## config.mk

```make
export PLATFORM = sky130hd
export DESIGN_NAME = roba_seq_ctrl
export DESIGN_NICKNAME = d
export VERILOG_FILES = /design/src/rtl/roba_seq_ctrl.sv
export SDC_FILE = /design/constraint.sdc
export NUM_CORES = 2
export LEC_CHECK = 0
export ABC_AREA = 1
export CAP_MARGIN = 20
export CORE_MARGIN = 8
export CORE_UTILIZATION = 50
export DETAILED_ROUTE_END_ITERATION = 8
export DONT_BUFFER_PORTS = 1
export HOLD_SLACK_MARGIN = 0.03
export PLACE_DENSITY = 0.68
export SYNTH_ARGS = -nofsm -noshare
export SYNTH_HDL_FRONTEND = slang
export SYNTH_SLANG_ARGS = --single-unit
```

## constraint.sdc

```tcl
create_clock -name clk -period 9.1 [get_ports clk]
set_clock_uncertainty 0.15 [all_clocks]
set_input_delay 1.365 -clock clk [delete_from_list [all_inputs] [get_ports clk]]
set_output_delay 1.365 -clock clk [all_outputs]
set_load 0.05 [all_outputs]
```

## src/rtl/roba_seq_ctrl.sv

```systemverilog
// Sequential signed multiplier built around one shared ROBA approximate core.
// An optional second pass refines the product using the residual operands.
module roba_seq_ctrl (
    input  logic        clk,
    input  logic        rst_n,
    input  logic        in_valid,
    output logic        in_ready,
    input  logic [31:0] x,
    input  logic [31:0] y,
    input  logic        two_pass,
    output logic        out_valid,
    input  logic        out_ready,
    output logic [63:0] p,
    output logic        busy
);

    typedef enum logic [2:0] {
        IDLE,
        ABS,
        PASS1,
        PASS2,
        OUT
    } state_t;

    state_t state, state_nxt;

    logic [31:0] x_q, y_q;
    logic        tp_q;
    logic [31:0] a, b;
    logic [31:0] da, db;
    logic        s;
    logic [63:0] acc;

    // Index of the highest set bit; 0 when the value is zero.
    function automatic logic [4:0] msb_idx(input logic [31:0] v);
        logic [4:0] k;
        k = '0;
        for (int unsigned i = 0; i < 32; i++) begin
            if (v[i]) k = 5'(i);
        end
        return k;
    endfunction

    // Shared ROBA core: operands switch to the residuals during PASS2.
    logic [31:0] core_a, core_b;
    logic [4:0]  ka, kb;
    logic [31:0] ar, br;
    logic [63:0] pp, zz, roba;
    logic [63:0] mag, p_nxt;

    always_comb begin
        core_a = (state == PASS2) ? da : a;
        core_b = (state == PASS2) ? db : b;
        ka     = msb_idx(core_a);
        kb     = msb_idx(core_b);
        ar     = 32'd1 << ka;
        br     = 32'd1 << kb;
        pp     = ({32'd0, core_a} << kb) + ({32'd0, core_b} << ka);
        zz     = {32'd0, ar} << kb;
        roba   = (pp ^ zz) & ~(((~pp) & zz) << 1);
        mag    = (state == PASS2) ? (acc + roba) : roba;
        p_nxt  = s ? (64'd0 - mag) : mag;
    end

    always_ff @(posedge clk or negedge rst_n) begin
        if (!rst_n) state <= IDLE;
        else        state <= state_nxt;
    end

    always_comb begin
        state_nxt = state;
        in_ready  = 1'b0;
        out_valid = 1'b0;
        busy      = 1'b1;
        case (state)
            IDLE: begin
                in_ready = 1'b1;
                busy     = 1'b0;
                if (in_valid) state_nxt = ABS;
            end
            ABS:   state_nxt = PASS1;
            PASS1: state_nxt = tp_q ? PASS2 : OUT;
            PASS2: state_nxt = OUT;
            OUT: begin
                out_valid = 1'b1;
                if (out_ready) state_nxt = IDLE;
            end
            default: state_nxt = IDLE;
        endcase
    end

    always_ff @(posedge clk or negedge rst_n) begin
        if (!rst_n) begin
            x_q  <= '0;
            y_q  <= '0;
            tp_q <= 1'b0;
            a    <= '0;
            b    <= '0;
            s    <= 1'b0;
            da   <= '0;
            db   <= '0;
            acc  <= '0;
            p    <= '0;
        end else begin
            case (state)
                IDLE: begin
                    if (in_valid) begin
                        x_q  <= x;
                        y_q  <= y;
                        tp_q <= two_pass;
                    end
                end
                ABS: begin
                    a <= x_q[31] ? (32'd0 - x_q) : x_q;
                    b <= y_q[31] ? (32'd0 - y_q) : y_q;
                    s <= x_q[31] ^ y_q[31];
                end
                PASS1: begin
                    acc <= roba;
                    da  <= a ^ ar;
                    db  <= b ^ br;
                    if (!tp_q) p <= p_nxt;
                end
                PASS2: p <= p_nxt;
                default: ;
            endcase
        end
    end

endmodule
```

==> results.toml <==
[sta]
finalHoldViolations = 0
max_freq_mhz = 103
setup_ws_ns = -0.646
min_period_ns = 9.75
rsz0062_at_grt = "true"
drv_slew = 215
period_share_pct = 107
tightest_slew_ns = 2.02
max_slew_margin_pct = -34.7
setup_tns_ns = -11.77
setup_viol_count_final = 30

[clock_network]
path_clk_slew_ns = 0.06
worstSkewPairLatency_ns = 0.60
cts_hold_buf = 0
cts_root_buffer = "clkbuf_16"
h-tree-depth = 2
clock_sinks = 325
cts_tree = "yes"
cts.path.max_buffers = 3
cts_inserted_buffers = 40

[worst_setup_path]
cp-endpoint = "p[63]$_DFFE_PN0P_"
crit_arrival_ns = 10.12
start_kind = "flop"
rr_endpoint = "p[63]$_DFFE_PN0P_"
cp_slowest_cell = "dfrtp_1"
cp_max_fo = 15
worst_r2r_path_depth = 86
max_stage_delay_ns = 0.42
worst_path_most_repeated_cell = "nand2_1"
crit_start = "state[2]$_DFFE_PN0P_"
end_kind = "flop"
cp.required_ns = 9.47
r2r-start = "state[2]$_DFFE_PN0P_"
path_class = "reg -> reg"
r2r_setup_slack_ns = -0.65

[synth]
syn_nets = 5425
synth.yosys.seq_area_share_pct = 24.9
synth_top_cell_area_share_pct = 24.9
synth.area.top_cells = "dfrtp_1 25%, nand2_1 19%, ha_1 7.4%"
synth_seq_cells = 325
ys.warnings.count = 0
synth_top_cell_by_area = "dfrtp_1"
syn-cell-area_sq_um = 32600
synthFlopType = "dfrtp_1"
syn_avg_cell_area_sq_um = 6.32
synth_edf_count = 0
async_flop_share_pct = 100
netlist_instances = 5162
yosys.cell_types.count = 72

[floorplan]
die_x_um = 271
start_util_pct = 50.6
die_y_um = 271
rows = 93
coreArea_sq_um = 64500
ios = 136
dieArea_sq_um = 73700

[grt]
antenna_found_initial = 2
overflow = 0
grt_pass1_wl_um = 207000
grt_pass1_vias = 37100
grt_usage_pct = 35.0
grt_max_degree = 326

[outcome]
violations = "slew limit, setup timing"
status = "complete, but fails checks"

[detailed_routing]
ant_nets = 0
viasPerCell = 5.40
vias = 38400
drt-total-wl_um = 135000
drtPass1Iterations = 6
drt-initial-drc-count = 3541
wl_per_cell_um = 19.0
drc = 0

[job]
cap_violations = 0

[place]
place_ws_ns = -1.35
io_buffers = 0
routabilityCongestion = 1.06
dp_hpwl_um = 106000
place_area_sq_um = 41300

[final_layout]
nets = 6491
finalCoreUtilization_pct = 72.1
layout-drive-gt1-share_pct = 32.5
syn2layout_area_growth_pct = 42.5
layout_common_cells = "1568 x nand2_1, 1204 x buf_4, 416 x inv_1, 400 x nor2_1, 323 x dfrtp_1"
final_common_cell = "nand2_1"
finalInstanceArea_sq_um = 46500

[min_path]
holdCritPathClass = "in -> async"
[sequential cells by signal, summed over array words and instances (netlist names)]
register	flops
db	32
da	32
y_q	32
tp_q	1
a	32
s	1
x_q	32
b	32
state	3
p	64
acc	64
[how the worst min path moves through the flow]
stage	from	end	slack, ns
after floorplan	da[31]$_DFFE_PN0P_	da[31]$_DFFE_PN0P_	0.29
after CTS	rst_n	acc[17]$_DFFE_PN0P_	0.30
after global placement	db[31]$_DFFE_PN0P_	db[31]$_DFFE_PN0P_	0.30
after detailed placement	db[19]$_DFFE_PN0P_	db[19]$_DFFE_PN0P_	0.32
final	rst_n	acc[17]$_DFFE_PN0P_	0.30
after global routing	rst_n	acc[17]$_DFFE_PN0P_	0.29
[metal layers]
layer | part of all wire, % | up-vias | GRT usage, % | wire length [um]
li1 | - | 18900 | - | -
met1 | 42 | 17800 | 45.6 | 56700
met2 | 44 | 1435 | 55.3 | 59800
met3 | 7.6 | 322 | 5.82 | 10300
met4 | 6.3 | 0 | 18.9 | 8470
met5 | 0 | - | 0 | 0
[repair_timing]
action / in CTS / in global routing
pin swaps: 131 / 178
setup buffers: 68 / 44
setup endpoints to repair: 40 / 51
gates resized for setup: 388 / 359
gates cloned: 2 / 0
[cells by family after synthesis]
group                      after synthesis  synth area share [%]
and+or+nand+nor                       2585                  32.5
xor gates and xnor gates               278                  7.46
buffers and inverters                  704                  8.83
AOI/OAI and AO/OA                     1016                  16.9
DFF                                    325                  24.9
adders and majority gates              194                  7.49
muxes                                   60                  1.96
[area by class of cell]
cell class | count | area [sq um]
multi-input cells | 4134 | 24500
fillers | 5605 | 18000
repair buffers | 1248 | 9590
flip-flops and latches | 325 | 8140
inverters | 479 | 1800
clock buffers | 55 | 1170
well taps | 855 | 1070
clock inverters | 17 | 255
diodes | 2 | 5.00
[stage by stage]
step | instances | hold slack [ns]
floorplan | 5162 | 0.286
detailed placement | 6929 | 0.318
CTS | 7070 | 0.297
global route | 7114 | 0.291
finish | 7115 | 0.302
global placement | 6929 | 0.299
[cell usage after synthesis (20+ instances only)]
cell	n
o21ai_1	301
dfrtp_1	325
nand4_1	37
a31oi_1	52
nand2_1	1681
buf_2	40
or2_2	47
ha_1	192
a21oi_1	242
nand3_1	147
nor3_1	54
o21ai_0	310
o21a_1	20
buf_1	38
xnor2_1	94
nor2_1	537
inv_1	448
xor2_1	184
mux2i_1	38
mux2_2	21
inv_2	30
clkbuf_1	118
[worst max-delay path, delay by kind of cell, from the launching register on]
kind,cells,cell delay (ns)
mux,1,0.23
buf+inv,13,1.73
compound gates,16,2.38
fa+ha+maj,3,0.85
simple gates,52,3.78
xor+xnor,1,0.15
flops,1,0.42
Power is left out: the tool's default activity adds up to more than one toggle a clock period on the data nets, which glitch-free logic cannot reach.
